## src/rtl/seq_digit_gen_pkg.sv

```systemverilog
// Shared types and helpers for the programmable digit-sequence generator.
// Optional writable table is selected with the SEQ_DIGIT_GEN_WR_EN macro.
package seq_digit_gen_pkg;

  // Entries 0..7 = 0,9,3,1,F,2,E,0 (entry 0 in the least significant nibble)
  localparam logic [31:0] SEQ_DEFAULT = 32'h0E2F_1390;

  typedef enum logic [1:0] {
    MODE_WRAP    = 2'd0,
    MODE_BOUNCE  = 2'd1,
    MODE_ONESHOT = 2'd2
  } mode_e;

  typedef enum logic [1:0] {
    ST_FWD  = 2'd0,
    ST_BWD  = 2'd1,
    ST_DONE = 2'd2
  } state_e;

  // Active length is forced into 1..max_len
  function automatic int unsigned clamp_len(input int unsigned len,
                                            input int unsigned max_len);
    if (len == 0) return 1;
    if (len > max_len) return max_len;
    return len;
  endfunction

  // Encoding 3 is not a mode of its own and plays back as wrap
  function automatic mode_e decode_mode(input logic [1:0] m);
    case (m)
      2'd1:    return MODE_BOUNCE;
      2'd2:    return MODE_ONESHOT;
      default: return MODE_WRAP;
    endcase
  endfunction

endpackage

```

## src/rtl/seq_digit_store.sv

```systemverilog
// Digit table and index read mux; constant table by default, register file
// reloaded from SEQ on reset when SEQ_DIGIT_GEN_WR_EN is defined.
module seq_digit_store
  import seq_digit_gen_pkg::*;
#(
  parameter int unsigned DIGIT_W = 4,
  parameter int unsigned MAX_LEN = 8,
  parameter logic [DIGIT_W*MAX_LEN-1:0] SEQ = (DIGIT_W*MAX_LEN)'(SEQ_DEFAULT),
  localparam int unsigned IDX_W = $clog2(MAX_LEN)
) (
`ifdef SEQ_DIGIT_GEN_WR_EN
  input  logic               clk,
  input  logic               reset,
  input  logic               wr_en,
  input  logic [IDX_W-1:0]   wr_addr,
  input  logic [DIGIT_W-1:0] wr_data,
`endif
  input  logic [IDX_W-1:0]   idx,
  output logic [DIGIT_W-1:0] digit
);

  // Full power-of-two span so any idx value selects a defined entry
  localparam int unsigned DEPTH = 1 << IDX_W;

  logic [DEPTH*DIGIT_W-1:0] flat;

  for (genvar i = 0; i < DEPTH; i++) begin : g_ent
    logic [DIGIT_W-1:0] ent;

    if (i < MAX_LEN) begin : g_live
`ifdef SEQ_DIGIT_GEN_WR_EN
      // Addresses past MAX_LEN match no live entry, so those writes drop out
      always_ff @(posedge clk) begin
        if (reset) begin
          ent <= SEQ[i*DIGIT_W +: DIGIT_W];
        end else if (wr_en && (wr_addr == IDX_W'(i))) begin
          ent <= wr_data;
        end
      end
`else
      assign ent = SEQ[i*DIGIT_W +: DIGIT_W];
`endif
    end else begin : g_pad
      assign ent = '0;
    end

    assign flat[i*DIGIT_W +: DIGIT_W] = ent;
  end

  assign digit = flat[idx*DIGIT_W +: DIGIT_W];

endmodule

```

## src/rtl/seq_digit_gen.sv

```systemverilog
// Programmable digit-sequence generator: wrap / bounce / one-shot playback.
// Define SEQ_DIGIT_GEN_WR_EN to add a runtime table write port.
module seq_digit_gen
  import seq_digit_gen_pkg::*;
#(
  parameter int unsigned DIGIT_W = 4,
  parameter int unsigned MAX_LEN = 8,
  parameter logic [DIGIT_W*MAX_LEN-1:0] SEQ = (DIGIT_W*MAX_LEN)'(SEQ_DEFAULT),
  localparam int unsigned IDX_W = $clog2(MAX_LEN),
  localparam int unsigned LEN_W = $clog2(MAX_LEN + 1)
) (
  input  logic               clk,
  input  logic               reset,
  input  logic               en,
  input  logic               restart,
  input  logic [LEN_W-1:0]   len,
  input  logic [1:0]         mode,
  input  logic               dir,
`ifdef SEQ_DIGIT_GEN_WR_EN
  input  logic               wr_en,
  input  logic [IDX_W-1:0]   wr_addr,
  input  logic [DIGIT_W-1:0] wr_data,
`endif
  output logic [DIGIT_W-1:0] digit,
  output logic [IDX_W-1:0]   idx,
  output logic               wrap_pulse,
  output logic               done
);

  state_e           state_q, state_nxt;
  mode_e            mode_q;
  logic [LEN_W-1:0] len_q;
  logic [IDX_W-1:0] idx_q, idx_nxt;
  logic             pulse_q, pulse_nxt;
  logic             done_q, done_nxt;

  logic [IDX_W-1:0] last, idx_inc, idx_dec;
  logic             single, at_last, at_first;

  // Explicit endpoint compares; MAX_LEN need not be a power of two
  assign last     = IDX_W'(len_q - LEN_W'(1));
  assign idx_inc  = idx_q + IDX_W'(1);
  assign idx_dec  = idx_q - IDX_W'(1);
  assign single   = (last == '0);
  assign at_last  = (idx_q == last);
  assign at_first = (idx_q == '0);

  // State register; restart behaves as reset for everything but the table
  always_ff @(posedge clk) begin
    if (reset || restart) begin
      state_q <= ST_FWD;
      idx_q   <= '0;
      pulse_q <= 1'b0;
      done_q  <= 1'b0;
      len_q   <= LEN_W'(clamp_len(32'(len), MAX_LEN));
      mode_q  <= decode_mode(mode);
    end else begin
      state_q <= state_nxt;
      idx_q   <= idx_nxt;
      pulse_q <= pulse_nxt;
      done_q  <= done_nxt;
    end
  end

  // Next-state
  always_comb begin
    state_nxt = state_q;
    if (en) begin
      case (mode_q)
        MODE_BOUNCE: begin
          if (!single) begin
            case (state_q)
              ST_FWD:  if (idx_inc == last) state_nxt = ST_BWD;
              ST_BWD:  if (idx_dec == '0)   state_nxt = ST_FWD;
              default: state_nxt = ST_FWD;
            endcase
          end
        end
        MODE_ONESHOT: begin
          if ((state_q == ST_FWD) && (single || (idx_inc == last))) begin
            state_nxt = ST_DONE;
          end
        end
        default: state_nxt = ST_FWD;
      endcase
    end
  end

  // Index, boundary pulse and done flag for the coming edge
  always_comb begin
    idx_nxt   = idx_q;
    pulse_nxt = 1'b0;
    done_nxt  = done_q;
    if (en) begin
      case (mode_q)
        MODE_BOUNCE: begin
          if (single) begin
            pulse_nxt = 1'b1;
          end else if (state_q == ST_BWD) begin
            idx_nxt   = idx_dec;
            pulse_nxt = (idx_dec == '0);
          end else begin
            idx_nxt   = idx_inc;
            pulse_nxt = (idx_inc == last);
          end
        end
        MODE_ONESHOT: begin
          if (state_q != ST_DONE) begin
            if (single) begin
              pulse_nxt = 1'b1;
              done_nxt  = 1'b1;
            end else begin
              idx_nxt = idx_inc;
              if (idx_inc == last) begin
                pulse_nxt = 1'b1;
                done_nxt  = 1'b1;
              end
            end
          end
        end
        default: begin
          if (dir) begin
            if (at_first) begin
              idx_nxt   = last;
              pulse_nxt = 1'b1;
            end else begin
              idx_nxt = idx_dec;
            end
          end else begin
            if (at_last) begin
              idx_nxt   = '0;
              pulse_nxt = 1'b1;
            end else begin
              idx_nxt = idx_inc;
            end
          end
        end
      endcase
    end
  end

  seq_digit_store #(
    .DIGIT_W (DIGIT_W),
    .MAX_LEN (MAX_LEN),
    .SEQ     (SEQ)
  ) u_store (
`ifdef SEQ_DIGIT_GEN_WR_EN
    .clk     (clk),
    .reset   (reset),
    .wr_en   (wr_en),
    .wr_addr (wr_addr),
    .wr_data (wr_data),
`endif
    .idx     (idx_q),
    .digit   (digit)
  );

  assign idx        = idx_q;
  assign wrap_pulse = pulse_q;
  assign done       = done_q;

endmodule

```

## config.mk

```make
export PLATFORM = sky130hd
export DESIGN_NAME = seq_digit_gen
export DESIGN_NICKNAME = d
export VERILOG_FILES = /design/src/rtl/seq_digit_gen_pkg.sv /design/src/rtl/seq_digit_store.sv /design/src/rtl/seq_digit_gen.sv
export SDC_FILE = /design/constraint.sdc
export NUM_CORES = 1
export LEC_CHECK = 0
export CAP_MARGIN = 20
export CORE_UTILIZATION = 30
export DETAILED_ROUTE_END_ITERATION = 8
export GPL_TIMING_DRIVEN = 0
export PLACE_DENSITY = 0.62
export SETUP_SLACK_MARGIN = 0.5
export SYNTH_ARGS = -nofsm -noshare
export SYNTH_HDL_FRONTEND = slang
export SYNTH_SLANG_ARGS = --single-unit
```

## constraint.sdc

```tcl
create_clock -name clk -period 3.6 [get_ports clk]
set_clock_uncertainty 0.05 [all_clocks]
set_input_delay 0.9 -clock clk [delete_from_list [all_inputs] [get_ports clk]]
set_output_delay 0.9 -clock clk [all_outputs]
set_load 0.01 [all_outputs]
```

; ---- Word-level counts from Yosys, hierarchy flattened
; Index checks and enable logic that the tools add are counted.
; W data, S select, Z words.
[word_totals]
reg_bits = 12
[op_classes]
addsub = 3
n_lt_le_gt_ge = 1
n_eq_ne = 14
shift = 1
n_mux = 35
n_bitwise = 1
reduce_logical = 13
[op_table]
columns = cell, n
row1 = $shiftx A32 B6 Y4 const A, 1
row2 = $mux W3, 9
row3 = $mux W1, 17
row4 = $pmux W2 S2, 3
row5 = $ne A2 B2 Y1 const B, 5
row6 = $logic_not A3 Y1, 3
row7 = $mux W2, 4
row8 = $reduce_and A4 Y1, 2
row9 = $eq A2 B1 Y1 const B, 3
row10 = $eq A3 B3 Y1, 2
row11 = $ne A3 B3 Y1 const B, 2
row12 = $pmux W3 S2, 1
row13 = $sub A3 B1 Y3 const B, 2
row14 = $reduce_and A5 Y1, 1
row15 = $eq A2 B2 Y1 const B, 2
row16 = $gt A4 B4 Y1 const B, 1
row17 = $logic_not A4 Y1, 1
row18 = $add A3 B1 Y3 const B, 1
row19 = $logic_not A2 Y1, 1
row20 = $logic_or A1 B1 Y1, 2
row21 = $pmux W1 S2, 1
row22 = $reduce_bool A2 Y1, 1
row23 = $reduce_or A2 Y1, 1
row24 = $logic_and A1 B1 Y1, 1
row25 = $not A1 Y1, 1

; ---- Logic depth before layout (Yosys ltp)
[logic_depth]
depth_word = 7
ltp_mapped = 7

; ---- By module
; A second synthesis with hierarchy kept.
[hier_totals]
cells_unflattened = 131
area_unflattened_um2 = 1129.8
[modules_own_cells]
columns = module, instances, cells_each, area_per_inst_um2, seq_area_each_um2
row1 = seq_digit_gen, 1, 124, 1076.0, 290.3
row2 = seq_digit_store, 1, 7, 53.8, 0.0

; ---- Worst setup path after synthesis
; No wires, ideal clock.
[synth_path]
path_kind = register to register
startpoint = register idx_q[0] (netlist: idx[0])
endpoint = register state_q[0]
setup_time_ns = 0.070
t_arrival_ns = 2.040
path_slack_ns = 1.440
path_stages_with_launch = 7
synth_period_minus_slack_ns = 2.160
cell_sequence = dfxtp_1 inv_1 ha_1 xor2_1 nand3_2 or4_1 a21oi_1
[synth_between]
elab_chain_cells = 6
elab_cells_between_ends = 10
cone_classes = add/sub (2) / eq/ne (4) / reduce/logical (4)
[synth_lines]
columns = element, line_no
row1 = start: declaration, seq_digit_gen.sv:33  ; logic [IDX_W-1:0] idx_q, idx_nxt;
row2 = start signal: assignment, seq_digit_gen.sv:59  ; idx_q <= idx_nxt;
row3 = $add A3 B1 Y3, seq_digit_gen.sv:42  ; assign idx_inc = idx_q + IDX_W'(1);
row4 = $eq A3 B3 Y1, "seq_digit_gen.sv:73, seq_digit_gen.sv:80"
row5 = $logic_or A1 B1 Y1, seq_digit_gen.sv:80  ; if ((state_q == ST_FWD) && (single || (idx_inc == last))) begin
row6 = $logic_and A1 B1 Y1, seq_digit_gen.sv:80
row7 = $ne A2 B2 Y1 (no line), -
row8 = $reduce_and A5 Y1 (no line) (*), -
row9 = end signal: assignment, seq_digit_gen.sv:58  ; state_q <= state_nxt;
row10 = end: declaration, seq_digit_gen.sv:30  ; state_e state_q, state_nxt;
; Every way passes the cells marked *; elsewhere a longest branch is shown, timed or not.
; A chain may end at the register's enable or synchronous reset.

; ---- Worst setup path after layout
[layout_path]
startpoint = register idx_q[0] (netlist: idx[0])
endpoint = output port digit[0]
[layout_between]
elab_chain_cells = 1
[layout_lines]
columns = element, line_no
row1 = $shiftx A32 B6 Y4, seq_digit_store.sv:50  ; assign digit = flat[idx*DIGIT_W +: DIGIT_W];
row2 = end: declaration, seq_digit_gen.sv:24  ; output logic [DIGIT_W-1:0] digit,
; No other way between the ends.

==> impl_metrics.py <==
metrics = {
    "die": {
        "effective_utilization_at_floorplan": 0.3123,
        "area_of_the_die_um2": 3714,
        "ioPinCount": 20,
        "die_width_um": 60.94,
        "die_height_um": 60.94,
        "floorplan.rows": 21,
        "floorplan.core_area_um2": 3337,
    },
    "route": {
        "met1_length_um": 1003,
        "first_iter_violations": 31,
        "num_vias": 885,
        "drc_errors": 0,
        "post_drt_antenna_nets": 0,
        "firstDrtPassIters": 4,
        "drt_wl_total_um": 2173,
        "wl_met3_um": 74,
        "maxUsedRoutingLayer": "met4",
        "via_per_inst": 4.890,
        "met2_wirelength_um": 1057,
        "avgRoutedWirePerCell_um": 12.01,
    },
    "global_route": {
        "antenna_found_initial": 0,
        "grt-ovfl-total": 0,
        "grt_start_max_net_pins": 11,
        "global_route_wire_length_before_repair_um": 3601,
        "vias_in_the_first_global_route": 831,
        "global_route.usage.total": 0.1348,
    },
    "clock_tree": {
        "cts.reportedPaths.clkPinSlew_ns": 0.08,
        "postCtsSetupRepairBufs": 0,
        "holdBufCountCts": 0,
        "cts_inserted_buffers": 3,
        "tritoncts": "built",
        "postCtsResizedCells": 0,
        "htree_num_levels": 1,
        "cts_root_buf": "clkbuf_4",
        "clkLatencyLatePin_ns": 0.27,
        "clock_tree.buffer_depth": 2,
        "cts_sinks": 12,
    },
    "timing": {
        "min_period_over_period": 0.8112,
        "finalSetupViolCount": 0,
        "worst_slew_pin_slew_ns": 0.4922,
        "final-hold-violation-count": 0,
        "grt_setup_unrepaired": "false",
        "fin_crit_ns": 2.920,
        "final.setup.tns_ns": 0,
        "maximum_clock_frequency_mhz": 342.4,
        "maxSlewViolCount": 0,
        "slew-limit-headroom": 0.6714,
    },
    "finish": {
        "post_route_cells_drive_above_1_share": 0.07407,
        "layout_common_cells": "clkdlybuf4s50_1, inv_1, nor2_1, a21oi_1, ha_1",
        "num-nets-final": 156,
        "final.fill_count": 361,
        "area_growth_pct": 25.33,
        "layout.cells.most_common": "clkdlybuf4s50_1",
        "antennaDiodeCount": 0,
    },
    "outcome": {
        "outcome": "complete, no violations",
    },
    "synth": {
        "synth.cell_area_um2": 1042,
        "netlist.area_leader.share": 0.1441,
        "yosysTopAreaCell": "edfxtp_1",
        "syn-mean-instance-area_um2": 9.223,
        "post_synth_fa_ha_maj_area_fraction": 0.1080,
        "sequential_to_total_area_share_from_yosys_stat": 0.2785,
        "netlist-cell-type-count": 35,
        "post_synthesis_share_of_cell_area_spent_on_and_or_nand_and_nor_gates": 0.1513,
        "netlist_instances": 113,
        "synth.top_cells.by_area": "edfxtp_1, dfxtp_1, ha_1, xnor2_4, mux2i_1",
        "synth-edff-count": 5,
        "async_sr_flop_fraction": 0,
        "synth_top_flop_cell": "dfxtp_1",
        "post_synth_mux_area_share": 0.04802,
        "mappedNetlistNets": 133,
        "yosys.area_share.xor_xnor": 0.1273,
        "synthesis.yosys.warnings": 0,
        "compound_cell_area_share_of_the_yosys_netlist": 0.2401,
        "synth_top_family_by_area": "compound AO/OA/AOI/OAI gates",
        "ys_ff_latch": 12,
    },
    "critical_path": {
        "worst_ep_required_ns": 2.65,
        "r2r_cells": 6,
        "regToRegSetupSlack_ns": 1.19,
        "worstSetupEndpointType": "primary output",
        "reg2reg_from": "idx[0]",
        "critical_path_class": "flip-flop to primary output",
        "r2r_end": "state_q[0]",
        "path_max_fanout": 10,
        "startpoint_kind_of_the_worst_setup_timing_path": "flip-flop",
        "crit_arrival_ns": 1.97,
    },
    "run": {
        "cap_viol_max_count": 0,
    },
    "pwr": {
        "leakage_nw": 0.5195,
        "power.density_nw_per_um2": 345.7,
        "ir_drop_mv": 0.1404,
        "total_power_uw": 451.6,
    },
    "hold_path": {
        "hp-start": "done",
        "holdCritPathClass": "flip-flop to flip-flop",
        "whs_endpoint": "done",
        "hold_depth": 1,
    },
    "placed_design": {
        "dpl.hpwl_um": 1727,
        "port_buffers": 18,
        "place.gp.congestion": 0.8520,
    },
}
-- metal layers --
metal / up-vias / global-route usage
li1: 449 / -
met1: 409 / 0.1621
met2: 23 / 0.2276
met3: 4 / 0.02772
met4: 0 / 0.06818
met5: - / 0
-- how the worst max path moves through the flow --
stage / startpoint / endpoint / slack (ns) / cells past startpoint
floorplan: idx[0] / state_q[0] / 1.44 / 6
global placement: idx[0] / digit[0] / 1.02 / 4
detailed placement: idx[0] / digit[0] / 0.97 / 4
CTS: idx[0] / digit[0] / 0.66 / 4
global route: idx[0] / digit[0] / 0.59 / 4
finish: idx[0] / digit[0] / 0.68 / 4
-- final cells by class --
type / count / area [um^2] / share of cell area
buffer: 2 / 11.26 / 0.008621
clock buffer: 3 / 22.52 / 0.01724
clock inverter: 1 / 3.754 / 0.002874
inverter: 10 / 37.54 / 0.02874
multi-input combinational: 89 / 703.2 / 0.5383
sequential: 12 / 290.3 / 0.2222
tap: 46 / 57.56 / 0.04406
timing repair buffer: 18 / 180.2 / 0.1379
-- critical path, cell delays in order (launching register included) --
cell and delay, ns:
dfxtp_1 0.63, inv_1 0.13, ha_1 0.26, xnor2_1 0.13, clkdlybuf4s50_1 0.55
-- state kept, by name, indices dropped and copies added (netlist names) --
name        flops
idx             3
len_q           3
mode_q          2
state_q         2
done            1
wrap_pulse      1
-- cells in the mapped netlist, types with 2 or more instances --
| library cell | count |
|---|---|
| inv_1 | 10 |
| a21o_1 | 2 |
| a31oi_1 | 3 |
| o21ai_0 | 5 |
| nand2_1 | 5 |
| edfxtp_1 | 5 |
| nor2_1 | 9 |
| mux2i_1 | 5 |
| xor2_1 | 2 |
| xnor2_4 | 2 |
| nand3_1 | 5 |
| dfxtp_1 | 7 |
| a21boi_0 | 2 |
| a22oi_1 | 2 |
| ha_1 | 9 |
| xnor2_1 | 5 |
| a21oi_1 | 9 |
| nand2b_1 | 3 |
| nor2b_1 | 6 |
| o22a_1 | 2 |
-- kinds of logic (layout without fill, tap and decap cells) --
group / after synthesis / in the layout
DFF: 12 / 12
xor gates and xnor gates: 10 / 10
muxes: 5 / 5
adders and majority gates: 9 / 9
and+or+nand+nor: 31 / 31
buffers and inverters: 12 / 34
AOI/OAI and AO/OA: 34 / 34
-- through the flow --
stage / cell area, um^2 / instances / hold slack (ns) / setup slack, ns / util
2_1_floorplan: 1042 / 113 / 0.4032 / 1.440 / -
3_3_place_gp: 1280 / 177 / 0.4083 / 1.018 / 0.3836
3_5_place_dp: 1280 / 177 / 0.4134 / 0.9701 / 0.3836
4_1_cts: 1306 / 181 / 0.4331 / 0.6558 / 0.3915
5_1_grt: 1306 / 181 / 0.4722 / 0.5881 / 0.3915
6_report: 1306 / 181 / 0.4265 / 0.6797 / 0.3915
-- where the power goes --
group	switching (mW)	internal [mW]
logic	0.103	0.101
clock network	0.0445	0.0401
registers	0.0114	0.152
total	0.159	0.292
No activity file was read; power rests on OpenSTA's default activity.
==> RTL edit, RTL diff (config.mk and constraints unchanged) <==
Re-encode `mode_e` (3 values) as one-hot, 3 bits wide.
--- a/src/rtl/seq_digit_gen_pkg.sv
+++ b/src/rtl/seq_digit_gen_pkg.sv
@@ -5,10 +5,10 @@
   // Entries 0..7 = 0,9,3,1,F,2,E,0 (entry 0 in the least significant nibble)
   localparam logic [31:0] SEQ_DEFAULT = 32'h0E2F_1390;
 
-  typedef enum logic [1:0] {
-    MODE_WRAP    = 2'd0,
-    MODE_BOUNCE  = 2'd1,
-    MODE_ONESHOT = 2'd2
+  typedef enum logic [2:0] {
+    MODE_WRAP    = 3'b001,
+    MODE_BOUNCE  = 3'b010,
+    MODE_ONESHOT = 3'b100
   } mode_e;
 
   typedef enum logic [1:0] {
Check against the original RTL: same outputs for any inputs over 10 cycles, from zero or initial values; not proved beyond that.
==> RTL edit against the unedited design <==
  * Wire length rose by 2.4%
  * Clock power rose by 13%
  * Critical endpoint unchanged
  * Sequential power rose by 9%
  * Synthesized cell count rose by 5.3%
  * Cell area rose by 4.3%
  * Die area rose by 5.2%
  * Register-to-register slack improved by 0.25 ns
  * Non-clock buffer count rose by 1
  * Sequential cell count rose by 1
  * Largest power group is now sequential cells
  * Largest cell class unchanged
  * Total power fell by 3.6%
  * Area after synthesis rose by 5.4%
  * Worst setup slack improved by 0.040 ns
  * Highest routed layer unchanged
==> RTL edit: results (changes against the unedited design) <==
Setup path
  • Slowest stage delay, CP: 0.58 ns (was 0.63 ns)
  • Worst Path Arrival: 1.93 ns (was 1.97 ns)
  • Slowest CP cell: dfxtp_1 (unchanged)
  • Reg2Reg Depth: 7 (was 6)
  • RR Endpoint: wrap_pulse$_SDFF_PP0_ (was state_q[0]$_SDFFE_PP0P_)
  • R2r setup slk: 1.44 ns (was 1.19 ns)

Detailed routing
  • Via count: 965 (was 885)
  • Initial DRC Count: 23 (was 31)
  • Avg WL per Cell: 11.9 um (was 12.0 um)

Placed design
  • Routability Congestion: 0.913 (was 0.852)
  • Placed Instances: 183 (was 177)
  • Placed inst area: 0.00134 mm^2 (was 0.00128 mm^2)
  • IO buf count: 18 (unchanged)
  • Post-DP HPWL: 1780 um (was 1730 um)
  • Post-Place Setup Slack: 1.03 ns (was 0.970 ns)

Yosys
  • Sequential element share of the synthesized area: 29.2% (was 27.9%)
  • Avg Cell Area, Syn: 9.23 um^2 (was 9.22 um^2)
  • Ys Warns: 0 (unchanged)
  • Largest cells by area after synthesis: edfxtp_1, dfxtp_1, ha_1 (unchanged)
  • Post-Syn Nets: 139 (was 133)
  • Synth unique cells: 47 (was 35)
  • Post-Synth Adder-Cell Area: 10.3% (was 10.8%)
  • Post-synth EDFFs: 6 (was 5)
  • Commonest cells in the netlist: inv_1, ha_1, nor2_1, dfxtp_1 (was inv_1, a21oi_1, ha_1, nor2_1, dfxtp_1)
  • Post-synthesis compound-gate area fraction: 22.2% (was 24.0%)
  • Post-synthesis xor/xnor area fraction: 9.11% (was 12.7%)

Run status
  • Status: completed (unchanged)

Final layout
  • Non-Filler Instances: 187 (was 181)
  • Nets: 162 (was 156)
  • Fillers: 361 (unchanged)
  • Share of cells above drive strength 1: 13.5% (was 7.41%)

STA
  • Tightest Pin Transition: 0.743 ns (was 0.492 ns)
  • Max Clk Rate: 347 MHz (was 342 MHz)
  • Min Hold Slack: 0.401 ns (was 0.426 ns)

Global route
  • Routing usage on met2: 22.3% (was 22.8%)
  • Largest net degree at the start of global routing: 14 (was 11)
  • Global-route usage over all layers: 12.8% (was 13.5%)
  • Met1 Track Usage GR: 14.8% (was 16.2%)
  • Number of global-route vias before repair: 941 (was 831)
  • First-pass GRT wire length: 4000 um (was 3600 um)
  • GR Util met3: 4.01% (was 2.77%)

Clocking
  • Clock latency on the worst-skew pair: 0.29 ns (was 0.27 ns)

Power and ir drop
  • Maximum VDD drop: 209 uV (was 140 uV)

Worst hold path
  • WHS Path Cells: 2 (was 1)
-- RTL edit: worst reg2reg max path, cell delays in order, from the launching register on --
cell and delay [ns]:
dfxtp_1 0.58, inv_1 0.13, ha_1 0.41, xor2_1 0.19, nand2b_1 0.16, nor2_1 0.09, o32ai_1 0.29, a211oi_1 0.12
-- RTL edit: power by group --
group          total, uW  internal, uW  switching, uW
Combinational        161          76.9           84.3
Clock               95.8          43.0           52.7
Sequential           178           165           12.9
Total                435           285            150
-- RTL edit: cell type report --
type	instances	area, um^2	share of cell area, %
sequential	13	320	23.5
clock buffer	4	26.3	1.93
timing repair buffer	18	180	13.2
buffer	3	20.0	1.47
multi-input combinational	92	717	52.6
tap	46	57.6	4.22
inverter	11	41.3	3.03
-- RTL edit: per-layer routing --
| layer | vias up | share of wire, % |
|---|---|---|
| met5 | - | 0 |
| li1 | 474 | - |
| met3 | 2 | 6.6 |
| met4 | 0 | 0.81 |
| met1 | 455 | 43 |
| met2 | 34 | 49 |
